--- config.mk ---
export PLATFORM = sky130hd
export DESIGN_NAME = ps2_kbd_rx
export DESIGN_NICKNAME = d
export VERILOG_FILES = /design/src/rtl/ps2_kbd_rx_pkg.sv /design/src/rtl/kbd_fifo.sv /design/src/rtl/ps2_kbd_rx.sv
export SDC_FILE = /design/constraint.sdc
export NUM_CORES = 1
export LEC_CHECK = 0
export ABC_AREA = 1
export BUFFER_PORTS_ARGS = -buffer_cell sky130_fd_sc_hd__buf_2
export CAP_MARGIN = 20
export CORE_MARGIN = 4
export CORE_UTILIZATION = 66
export CTS_CLUSTER_DIAMETER = 200
export DETAILED_ROUTE_END_ITERATION = 6
export PLACE_DENSITY_LB_ADDON = 0.08
export SYNTH_ARGS = -nofsm -noshare
export SYNTH_HDL_FRONTEND = slang
export SYNTH_SLANG_ARGS = --single-unit
export TNS_END_PERCENT = 50
--- constraint.sdc ---
create_clock -name clk -period 6.6 [get_ports clk]
set_clock_uncertainty 0.05 [all_clocks]
set_input_delay 0.99 -clock clk [delete_from_list [all_inputs] [get_ports clk]]
set_output_delay 0.99 -clock clk [all_outputs]
set_load 0.01 [all_outputs]
--- src/rtl/ps2_kbd_rx_pkg.sv ---
// Shared PS/2 frame constants, keyboard scan-code width and receiver FSM state type.
// Compile this file first so that `KbWidth is visible to the other files.
`ifndef KbWidth
`define KbWidth 8
`endif

package ps2_kbd_rx_pkg;

  localparam int unsigned PS2_START     = 0;
  localparam int unsigned PS2_STOP      = 1;
  localparam int unsigned PS2_DATA_BITS = 8;
  localparam int unsigned BIT_CNT_W     = $clog2(PS2_DATA_BITS);

  typedef enum logic [1:0] {
    ST_IDLE   = 2'd0,
    ST_DATA   = 2'd1,
    ST_PARITY = 2'd2,
    ST_STOP   = 2'd3
  } ps2_state_e;

endpackage

--- src/rtl/kbd_fifo.sv ---
// Synchronous FIFO with wrap-bit pointers. A push into a full FIFO is accepted only
// when a pop happens in the same cycle. The head reads as zero while the FIFO is empty.
module kbd_fifo #(
  parameter int unsigned WIDTH = 8,
  parameter int unsigned DEPTH = 8
) (
  input  logic                       clk,
  input  logic                       rst_n,
  input  logic                       push,
  input  logic                       pop,
  input  logic [WIDTH-1:0]           wdata,
  output logic [WIDTH-1:0]           rdata,
  output logic                       empty,
  output logic                       full,
  output logic [$clog2(DEPTH):0]     count
);

  localparam int unsigned AW = $clog2(DEPTH);

  logic [WIDTH-1:0] mem [DEPTH];
  logic [AW:0]      wptr;
  logic [AW:0]      rptr;
  logic             do_push;
  logic             do_pop;

  assign empty   = (wptr == rptr);
  assign full    = (wptr[AW] != rptr[AW]) && (wptr[AW-1:0] == rptr[AW-1:0]);
  assign count   = wptr - rptr;
  assign do_pop  = pop && !empty;
  assign do_push = push && (!full || do_pop);
  assign rdata   = empty ? '0 : mem[rptr[AW-1:0]];

  always_ff @(posedge clk or negedge rst_n) begin
    if (!rst_n) begin
      wptr <= '0;
      rptr <= '0;
    end else begin
      if (do_push) wptr <= wptr + (AW+1)'(1);
      if (do_pop)  rptr <= rptr + (AW+1)'(1);
    end
  end

  // Storage needs no reset: empty gating hides stale entries.
  always_ff @(posedge clk) begin
    if (do_push) mem[wptr[AW-1:0]] <= wdata;
  end

endmodule

--- src/rtl/ps2_kbd_rx.sv ---
// PS/2 keyboard receiver: pin synchroniser, frame FSM with timeout, and scan-code FIFO.
// Define PS2_PARITY_CHK_EN to reject frames whose data+parity bits are not odd.
module ps2_kbd_rx
  import ps2_kbd_rx_pkg::*;
#(
  parameter int unsigned KB_W    = `KbWidth,
  parameter int unsigned DEPTH   = 8,
  parameter int unsigned TIMEOUT = 2000
) (
  input  logic            clk,
  input  logic            rst_n,
  input  logic            ps2_clk,
  input  logic            ps2_data,
  input  logic            sig_rd_kb,
  output logic [KB_W-1:0] kb_rdata,
  output logic            kb_ready,
  output logic            overflow,
  output logic            frame_err
);

  localparam int unsigned AW = $clog2(DEPTH);
  localparam int unsigned TW = $clog2(TIMEOUT);
`ifdef PS2_PARITY_CHK_EN
  localparam bit PARITY_EN = 1'b1;
`else
  localparam bit PARITY_EN = 1'b0;
`endif

  logic                     clk_s1, clk_s2, clk_prev;
  logic                     data_s1, data_s2;
  logic                     fall;
  ps2_state_e               state;
  logic [BIT_CNT_W-1:0]     bitcnt;
  logic [PS2_DATA_BITS-1:0] shreg;
  logic                     par;
  logic [TW-1:0]            tmo;
  logic                     push_req;
  logic                     frame_good;
  logic                     fifo_empty;
  logic                     fifo_full;
  logic [AW:0]              fifo_count;

  // Idle line level is high, so synchroniser resets to 1 to avoid a false fall.
  always_ff @(posedge clk or negedge rst_n) begin
    if (!rst_n) begin
      clk_s1   <= 1'b1;
      clk_s2   <= 1'b1;
      clk_prev <= 1'b1;
      data_s1  <= 1'b1;
      data_s2  <= 1'b1;
    end else begin
      clk_s1   <= ps2_clk;
      clk_s2   <= clk_s1;
      clk_prev <= clk_s2;
      data_s1  <= ps2_data;
      data_s2  <= data_s1;
    end
  end

  assign fall       = clk_prev && !clk_s2;
  assign frame_good = (data_s2 == 1'(PS2_STOP)) && (!PARITY_EN || (^{shreg, par}));

  always_ff @(posedge clk or negedge rst_n) begin
    if (!rst_n) begin
      state     <= ST_IDLE;
      bitcnt    <= '0;
      shreg     <= '0;
      par       <= 1'b0;
      tmo       <= '0;
      push_req  <= 1'b0;
      frame_err <= 1'b0;
    end else begin
      push_req  <= 1'b0;
      frame_err <= 1'b0;
      if (fall) begin
        tmo <= '0;
        unique case (state)
          ST_IDLE: begin
            if (data_s2 == 1'(PS2_START)) begin
              state  <= ST_DATA;
              bitcnt <= '0;
              shreg  <= '0;
            end
          end
          ST_DATA: begin
            shreg[bitcnt] <= data_s2;
            if (bitcnt == BIT_CNT_W'(PS2_DATA_BITS - 1)) state <= ST_PARITY;
            else bitcnt <= bitcnt + BIT_CNT_W'(1);
          end
          ST_PARITY: begin
            par   <= data_s2;
            state <= ST_STOP;
          end
          ST_STOP: begin
            if (frame_good) push_req <= 1'b1;
            else            frame_err <= 1'b1;
            state <= ST_IDLE;
          end
          default: state <= ST_IDLE;
        endcase
      end else if (state != ST_IDLE) begin
        // Stalled mid-frame: abandon the partial byte.
        if (tmo == TW'(TIMEOUT - 1)) begin
          frame_err <= 1'b1;
          state     <= ST_IDLE;
          tmo       <= '0;
        end else begin
          tmo <= tmo + TW'(1);
        end
      end
    end
  end

  always_ff @(posedge clk or negedge rst_n) begin
    if (!rst_n) overflow <= 1'b0;
    else if (push_req && fifo_full && !sig_rd_kb) overflow <= 1'b1;
  end

  kbd_fifo #(
    .WIDTH (KB_W),
    .DEPTH (DEPTH)
  ) u_fifo (
    .clk   (clk),
    .rst_n (rst_n),
    .push  (push_req),
    .pop   (sig_rd_kb && !fifo_empty),
    .wdata (KB_W'(shreg)),
    .rdata (kb_rdata),
    .empty (fifo_empty),
    .full  (fifo_full),
    .count (fifo_count)
  );

  assign kb_ready = (fifo_count != '0);

endmodule

==> results of run 1 <==
==> flip-flops by register name (all words and copies together), names as in the netlist, 2 cells and up <==
signal	flops
shreg	8
state	2
tmo	11
u_fifo.wptr	4
u_fifo.mem	64
u_fifo.rptr	4
bitcnt	3
==> layer usage <==
metal	track usage	part of all wire	vias up
met4	0.0745	0.014	0
met1	0.289	0.44	1511
met5	0	0	-
met2	0.355	0.50	80
met3	0.0252	0.044	12
li1	-	-	1620
==> where the power goes <==
part           internal [mW]  total, mW  switching, mW  leakage [nW]
sequential             0.725      0.829          0.104          1.14
clock                  0.178      0.386          0.208        0.0968
combinational          0.195      0.514          0.319         0.829
total                   1.10       1.73          0.631          2.07
==> kinds of logic after synthesis <==
family          Yosys count  synth area share
simple gates            213             0.187
flops                   104             0.616
compound gates           81            0.0934
buf+inv                  61            0.0550
fa+ha+maj                12            0.0316
xor+xnor                  8            0.0163
==> worst min-delay path by stage <==
| stage | startpoint | end | cells past startpoint | slack, ns |
|---|---|---|---|---|
| 2_1_floorplan | clk_s1$_DFF_PN1_ | clk_s2$_DFF_PN1_ | 0 | 0.30 |
| 3_3_place_gp | data_s1$_DFF_PN1_ | data_s2$_DFF_PN1_ | 0 | 0.30 |
| 3_5_place_dp | data_s1$_DFF_PN1_ | data_s2$_DFF_PN1_ | 0 | 0.30 |
| 4_1_cts | data_s1$_DFF_PN1_ | data_s2$_DFF_PN1_ | 0 | 0.31 |
| 5_1_grt | clk_s1$_DFF_PN1_ | clk_s2$_DFF_PN1_ | 0 | 0.32 |
| 6_report | data_s1$_DFF_PN1_ | data_s2$_DFF_PN1_ | 0 | 0.31 |
==> cells in the final DEF, fill, tap and decap left out, drive strengths merged, types with 3 or more instances in the layout <==
cell	count
buf	15
ha	12
o22ai	8
nand3	19
nand4	6
xnor2	5
o211ai	8
nor2	92
inv	45
clkbuf	10
dfstp	5
clkinv	4
edfxtp	64
dfrtp	35
xor2	3
o21ai	59
nand2	84
nor3	12
a21oi	3
==> area by class of cell <==
cell class,count,share of cell area
Sequential cell,104,0.580
Multi-Input combinational cell,314,0.309
Inverter,45,0.0334
Clock buffer,10,0.0253
Tap cell,96,0.0238
Timing Repair Buffer,15,0.0149
Clock inverter,6,0.0136
==> metrics by stage <==
step | instances | total power, mW | instance area [µm²]
2_1_floorplan | 479 | 1.23 | 4750
3_3_place_gp | 574 | 1.33 | 4860
3_5_place_dp | 574 | 1.35 | 4860
4_1_cts | 590 | 1.73 | 5050
5_1_grt | 590 | 1.85 | 5050
6_report | 590 | 1.73 | 5050
==> Implementation_results.wiki, run 1 <==
{| class="wikitable"
! Metric !! Value
|-
| Status || finished clean
|-
| Post-detailed-route via-to-cell ratio || 5.46
|-
| Final critical-path setup slack || 2.54 ns
|-
| Final nets || 506
|-
| Critical register-to-register path startpoint || u_fifo.rptr[1]$_DFFE_PN0P_
|-
| Worst endpoint required time || 5.56 ns
|-
| Vias || 3223
|-
| I/O pin total || 16
|-
| Count of inserted antenna diode cells || 0
|-
| Half-perimeter wire length of the detailed placement result || 5810 µm
|-
| Critical path depth in cells || 6
|-
| Fraction of final layout cells with drive strength greater than 1 || 0.0931
|-
| Count of mapped cells out of synthesis || 479
|-
| CTS tree || built
|-
| Largest cells by area after synthesis || sky130_fd_sc_hd__edfxtp_1, sky130_fd_sc_hd__dfrtp_1, sky130_fd_sc_hd__nor2_1
|-
| Die Outline Area || 8620 µm²
|-
| Most used cell, CP || sky130_fd_sc_hd__nor2_1
|-
| Total of fill cells in the finished design || 528
|-
| Number of max-slew violations in the final report || 0
|-
| Buffer and inverter count on the worst path || 2
|-
| Die X-Extent || 92.9 µm
|-
| Critical Path Sink Type || output pin
|-
| First-pass GRT wire length || 14300 µm
|-
| Peak Freq || 246 MHz
|-
| Number of antenna violations at the first check in global routing || 0
|-
| Floorplan die height || 92.9 µm
|-
| Highest cell delay on the worst timing path || 1.05 ns
|-
| Minimum hold slack || 0.310 ns
|-
| Post-synth EDFFs || 64
|-
| Main flop type after synthesis || sky130_fd_sc_hd__edfxtp_1
|-
| PostCTS Resize Cnt || 0
|-
| Finished Core Util || 0.732
|-
| Initial cell density of the core || 0.688
|-
| Maximum number of pins on one net before global-route repair || 41
|-
| Worst reg2reg endpoint || u_fifo.mem[5][0]$_DFFE_PP_
|-
| Post-synthesis to final-layout area growth || 6.29%
|-
| Crit path cell chain || inv_1, o21ai_0, o22ai_1, nor2_1, nor2_1, buf_2
|-
| Maximum fanout along the worst path || 36
|-
| Clock Sink Count || 104
|-
| Standby leakage power || 2.07 nW
|-
| Setup-failing EPs final || 0
|-
| Area used by multi-input combinational logic || 1560 µm²
|-
| Kind of cell with the highest combined delay on the critical path || flip-flops
|-
| Worst IR drop on VDD || 0.000190 V
|-
| Post-synth net total || 496
|-
| Type of the most critical hold path || reg2reg
|-
| Global placer's final weighted congestion || 0.842
|-
| Synth cell types || 32
|-
| Synthesized area || 4750 µm²
|-
| Crit path arrival time || 3.02 ns
|-
| Critical Path Slowest Stage Cell || sky130_fd_sc_hd__dfrtp_1
|-
| Fraction of synthesis flops using an asynchronous set or reset pin || 0.385
|-
| Fin Setup TNS || 0 ns
|-
| Number of global-route vias before repair || 3030
|-
| Routed Wire Length || 8560 µm
|-
| Buffer count from post-CTS setup fixing || 0
|-
| Floorplan Core Area || 6910 µm²
|-
| # hold bufs at CTS || 0
|-
| Overflow after GRT || 0
|-
| Fraction of the yosys area taken by sequential cells || 0.616
|-
| Timing endpoint of the critical path || kb_rdata[3]
|-
| CTS max path bufs || 2
|-
| PD cells || 342 nW/µm²
|-
| H-tree depth reported by CTS || 3
|-
| # port buffers || 15
|-
| First-pass detailed-route iteration total || 4
|-
| Tot GR Track Use || 0.212
|-
| Setup WS pre-CTS || 2.95 ns
|-
| Number of warnings reported in the yosys synthesis log || 0
|-
| Antenna violation net count after detailed routing || 0
|-
| Setup slack on the worst flop-to-flop path || 3.08 ns
|-
| Placement row count || 30
|-
| Worst setup path startpoint || u_fifo.rptr[0]$_DFFE_PN0P_
|-
| Register cell area after layout || 2930 µm²
|-
| Avg Inst Size Synth || 9.92 µm²
|-
| Number of flip-flops and latches in the synthesized netlist || 104
|-
| Worst reg2reg path depth || 11
|-
| Tightest Pin Transition || 1.05 ns
|-
| Residual DRC || 0
|-
| CTS clk-pin slew, worst paths || 0.10 ns
|-
| Starting DRT DRC Count || 288
|-
| Proportion of netlist area held by the largest area contributor || 0.404
|-
| Most used standard cell by instance count after synthesis || sky130_fd_sc_hd__nor2_1
|-
| Kind of start point of the critical path || flop
|-
| Leading post-synthesis cells by instance count || sky130_fd_sc_hd__nor2_1, sky130_fd_sc_hd__nand2_1, sky130_fd_sc_hd__edfxtp_1
|-
| Library cell used as clock root buffer || sky130_fd_sc_hd__clkbuf_8
|-
| Number of violations of the max-capacitance limit || 0
|-
| Setup repair after global routing missed its margin || no
|-
| Most area-hungry cell type in the Yosys netlist || sky130_fd_sc_hd__edfxtp_1
|-
| Critical Setup Path Class || reg2out
|-
| Post-route clock period utilization || 0.616
|-
| Remaining max-slew budget at the tightest pin || 0.299
|-
| Hold Fails Final Rpt || 0
|-
| Time the final worst path needs with I/O delays and setup || 4.06 ns
|-
| Avg WL per Cell || 14.5 µm
|-
| Clk Latency, worst-skew pair || 0.35 ns
|-
| Number of buffers created by CTS || 9
|}
No activity file was read; power rests on OpenSTA's default activity.
==> run 2: changes to the inputs <==
ABC_AREA = 0   (was 1)
CORE_UTILIZATION = 61   (was 66)
clock period = 3.95 ns   (was 6.6 ns; I/O delays follow)
==> run 2 against run 1 <==
Net effect: via count decreased by 19%; final cell count down 24%; sequential share of layout area up 0.23 points; combinational power rose by 88%; critical path depth unchanged; synthesized area down 2.6%; critical path type unchanged.
==> Implementation_results.wiki, run 2 <==
{| class="wikitable"
! Metric !! Value
|-
| Number of antenna violations at the first check in global routing || 0
|-
| Status || finished clean
|-
| Buffer and inverter count on the worst path || 2
|-
| Worst endpoint required time || 3.31 ns
|-
| Launch instance of the worst min-delay path || ps2_clk
|-
| Post-synth EDFFs || 64
|-
| Kind of start point of the critical path || flop
|-
| PostCTS Resize Cnt || 0
|-
| First-pass GRT wire length || 13600 µm
|-
| Post-detailed-route via-to-cell ratio || 5.84
|-
| I/O pin total || 16
|-
| Floorplan Core Area || 7330 µm²
|-
| Antenna violation net count after detailed routing || 0
|-
| Clock share of power || 0.212
|-
| Starting DRT DRC Count || 158
|-
| Post-route clock period utilization || 0.796
|-
| Combinational Power Share || 0.309
|-
| Initial cell density of the core || 0.632
|-
| Fraction of synthesis flops using an asynchronous set or reset pin || 0.385
|-
| Critical Path Slowest Stage Cell || sky130_fd_sc_hd__dfrtp_1
|-
| Setup slack on the worst flop-to-flop path || 1.39 ns
|-
| Tot GR Track Use || 0.202
|-
| Crit path cell chain || inv_2, ha_1, nand3_1, nor2_1, a21oi_1, buf_2
|-
| Number of violations of the max-capacitance limit || 0
|-
| Overflow after GRT || 0
|-
| First-pass detailed-route iteration total || 4
|-
| Number of flip-flops and latches in the synthesized netlist || 104
|-
| Number of warnings reported in the yosys synthesis log || 0
|-
| Worst reg2reg path depth || 5
|-
| Kind of cell with the highest combined delay on the critical path || simple AND/OR/NAND/NOR gates
|-
| Clock Sink Count || 104
|-
| Routed Wire Length || 8160 µm
|-
| Avg WL per Cell || 18.2 µm
|-
| PD cells || 620 nW/µm²
|-
| Fraction of final layout cells with drive strength greater than 1 || 0.241
|-
| Half-perimeter wire length of the detailed placement result || 5350 µm
|-
| Placement row count || 31
|-
| Sequential group share of total power || 0.479
|-
| Fin Setup TNS || 0 ns
|-
| Critical Setup Path Class || reg2out
|-
| Largest cells by area after synthesis || sky130_fd_sc_hd__edfxtp_1, sky130_fd_sc_hd__dfrtp_1, sky130_fd_sc_hd__mux4_2
|-
| Final std cells w/o fill || 447
|-
| CTS tree || built
|-
| # port buffers || 15
|-
| Critical register-to-register path startpoint || u_fifo.rptr[2]$_DFFE_PN0P_
|-
| Setup repair after global routing missed its margin || no
|-
| Leading cell types in the layout, fill and taps excluded || sky130_fd_sc_hd__edfxtp_1, sky130_fd_sc_hd__dfrtp_1, sky130_fd_sc_hd__nand2_1
|-
| Total of fill cells in the finished design || 495
|-
| Maximum fanout along the worst path || 10
|-
| Vias || 2611
|-
| Most area-hungry cell type in the Yosys netlist || sky130_fd_sc_hd__edfxtp_1
|-
| Count of inserted antenna diode cells || 0
|-
| Commonest non-fill, non-tap cell in the layout || sky130_fd_sc_hd__edfxtp_1
|-
| Final nets || 360
|-
| Post-synth net total || 339
|-
| Clk Latency, worst-skew pair || 0.36 ns
|-
| Standby leakage power || 1.97 nW
|-
| Tightest Pin Transition || 0.901 ns
|-
| Avg Inst Size Synth || 14.4 µm²
|-
| Global placer's final weighted congestion || 0.857
|-
| Floorplan die height || 95.1 µm
|-
| Library cell used as clock root buffer || sky130_fd_sc_hd__clkbuf_8
|-
| Type of the most critical hold path || in2reg
|-
| Number of buffers created by CTS || 9
|-
| Leading post-synthesis cells by instance count || sky130_fd_sc_hd__edfxtp_1, sky130_fd_sc_hd__dfrtp_1, sky130_fd_sc_hd__nand2_1
|-
| Main flop type after synthesis || sky130_fd_sc_hd__edfxtp_1
|-
| Buffer count from post-CTS setup fixing || 0
|-
| Synth cell types || 58
|-
| Setup-failing EPs final || 0
|-
| Fraction of the yosys area taken by sequential cells || 0.633
|-
| Post-synthesis to final-layout area growth || 8.67%
|-
| Remaining max-slew budget at the tightest pin || 0.395
|-
| Hold Fails Final Rpt || 0
|-
| CTS clk-pin slew, worst paths || 0.10 ns
|-
| Sw Share || 0.339
|-
| Critical path depth in cells || 6
|-
| Reported net switching power || 1.06 mW
|-
| Proportion of netlist area held by the largest area contributor || 0.415
|-
| DP Cell Count || 431
|-
| P_int || 2.06 mW
|-
| Worst IR drop on VDD || 0.000394 V
|-
| Die X-Extent || 95.1 µm
|-
| Most used standard cell by instance count after synthesis || sky130_fd_sc_hd__edfxtp_1
|-
| Peak Freq || 318 MHz
|-
| Maximum number of pins on one net before global-route repair || 41
|-
| Crit path arrival time || 2.50 ns
|-
| Min-Delay Endpoint || clk_s1$_DFF_PN1_
|-
| # hold bufs at CTS || 0
|-
| Die Outline Area || 9050 µm²
|-
| Count of mapped cells out of synthesis || 322
|-
| CTS max path bufs || 2
|-
| Critical Path Sink Type || output pin
|-
| H-tree depth reported by CTS || 3
|-
| Highest cell delay on the worst timing path || 0.57 ns
|-
| Number of max-slew violations in the final report || 0
|-
| Flip-flop count of the largest register, all copies and words added || 64
|-
| Worst reg2reg endpoint || u_fifo.mem[6][6]$_DFFE_PP_
|-
| Time the final worst path needs with I/O delays and setup || 3.14 ns
|-
| Cell count of the worst hold path || 1
|-
| Residual DRC || 0
|-
| Synthesized area || 4630 µm²
|-
| Number of global-route vias before repair || 2630
|}
-- run 2: power by group through the flow --
stage	Sequential, mW	Clock (mW)	Combinational (mW)
final	1.49	0.663	0.965
after detailed placement	1.51	0	0.976
after global placement	1.51	0	0.954
after global routing	1.52	0.725	1.08
after CTS	1.49	0.677	0.979
after floorplan	1.44	0	0.787
-- run 2: layer usage --
layer | wire length (µm) | global-route usage | up-vias
met3 | 287 | 0.0434 | 12
met1 | 3660 | 0.271 | 1296
li1 | - | - | 1253
met4 | 126 | 0.0589 | 0
met2 | 4080 | 0.334 | 50
met5 | 0 | 0 | -
-- run 2: worst max path at each step --
stage / start / end / slack [ns]
after floorplan: u_fifo.rptr[1]$_DFFE_PN0P_ / u_fifo.mem[0][0]$_DFFE_PP_ / 1.21
after global placement: u_fifo.rptr[2]$_DFFE_PN0P_ / kb_rdata[3] / 1.26
after detailed placement: u_fifo.rptr[2]$_DFFE_PN0P_ / kb_rdata[7] / 1.20
after CTS: u_fifo.rptr[2]$_DFFE_PN0P_ / kb_rdata[7] / 0.78
after global routing: u_fifo.rptr[2]$_DFFE_PN0P_ / kb_rdata[7] / 0.63
final: u_fifo.rptr[2]$_DFFE_PN0P_ / kb_rdata[7] / 0.81
-- run 2: logic make-up after synthesis --
group,synth area share
buffers and inverters,0.0238
AOI/OAI and AO/OA,0.0848
DFF,0.633
xor gates and xnor gates,0.0246
and+or+nand+nor,0.0997
adders and majority gates,0.0324
muxes,0.102
-- run 2: worst register-to-register path: stages (launching register included) --
cell	delay, ns
sky130_fd_sc_hd__dfrtp_1	0.57
sky130_fd_sc_hd__inv_2	0.19
sky130_fd_sc_hd__ha_1	0.37
sky130_fd_sc_hd__nand3_1	0.18
sky130_fd_sc_hd__o311ai_2	0.15
sky130_fd_sc_hd__nor2_1	0.69
-- run 2: layout make-up --
class	count	area (µm²)	area share
Clock buffer	9	124	0.0246
Timing Repair Buffer	24	143	0.0283
Inverter	12	45.0	0.00895
Sequential cell	104	2930	0.582
Tap cell	99	124	0.0246
Multi-Input combinational cell	192	1590	0.316
Clock inverter	7	76.3	0.0152
-- run 2: through the flow --
step / hold slack, ns / setup WS, ns / power [mW] / instance area, µm² / utilization
floorplan: 0.247 / 1.21 / 2.23 / 4630 / -
global placement: 0.295 / 1.26 / 2.46 / 4830 / 0.659
detailed placement: 0.297 / 1.20 / 2.49 / 4830 / 0.659
CTS: 0.259 / 0.781 / 3.15 / 5030 / 0.686
global route: 0.252 / 0.634 / 3.33 / 5030 / 0.686
finish: 0.267 / 0.806 / 3.12 / 5030 / 0.686
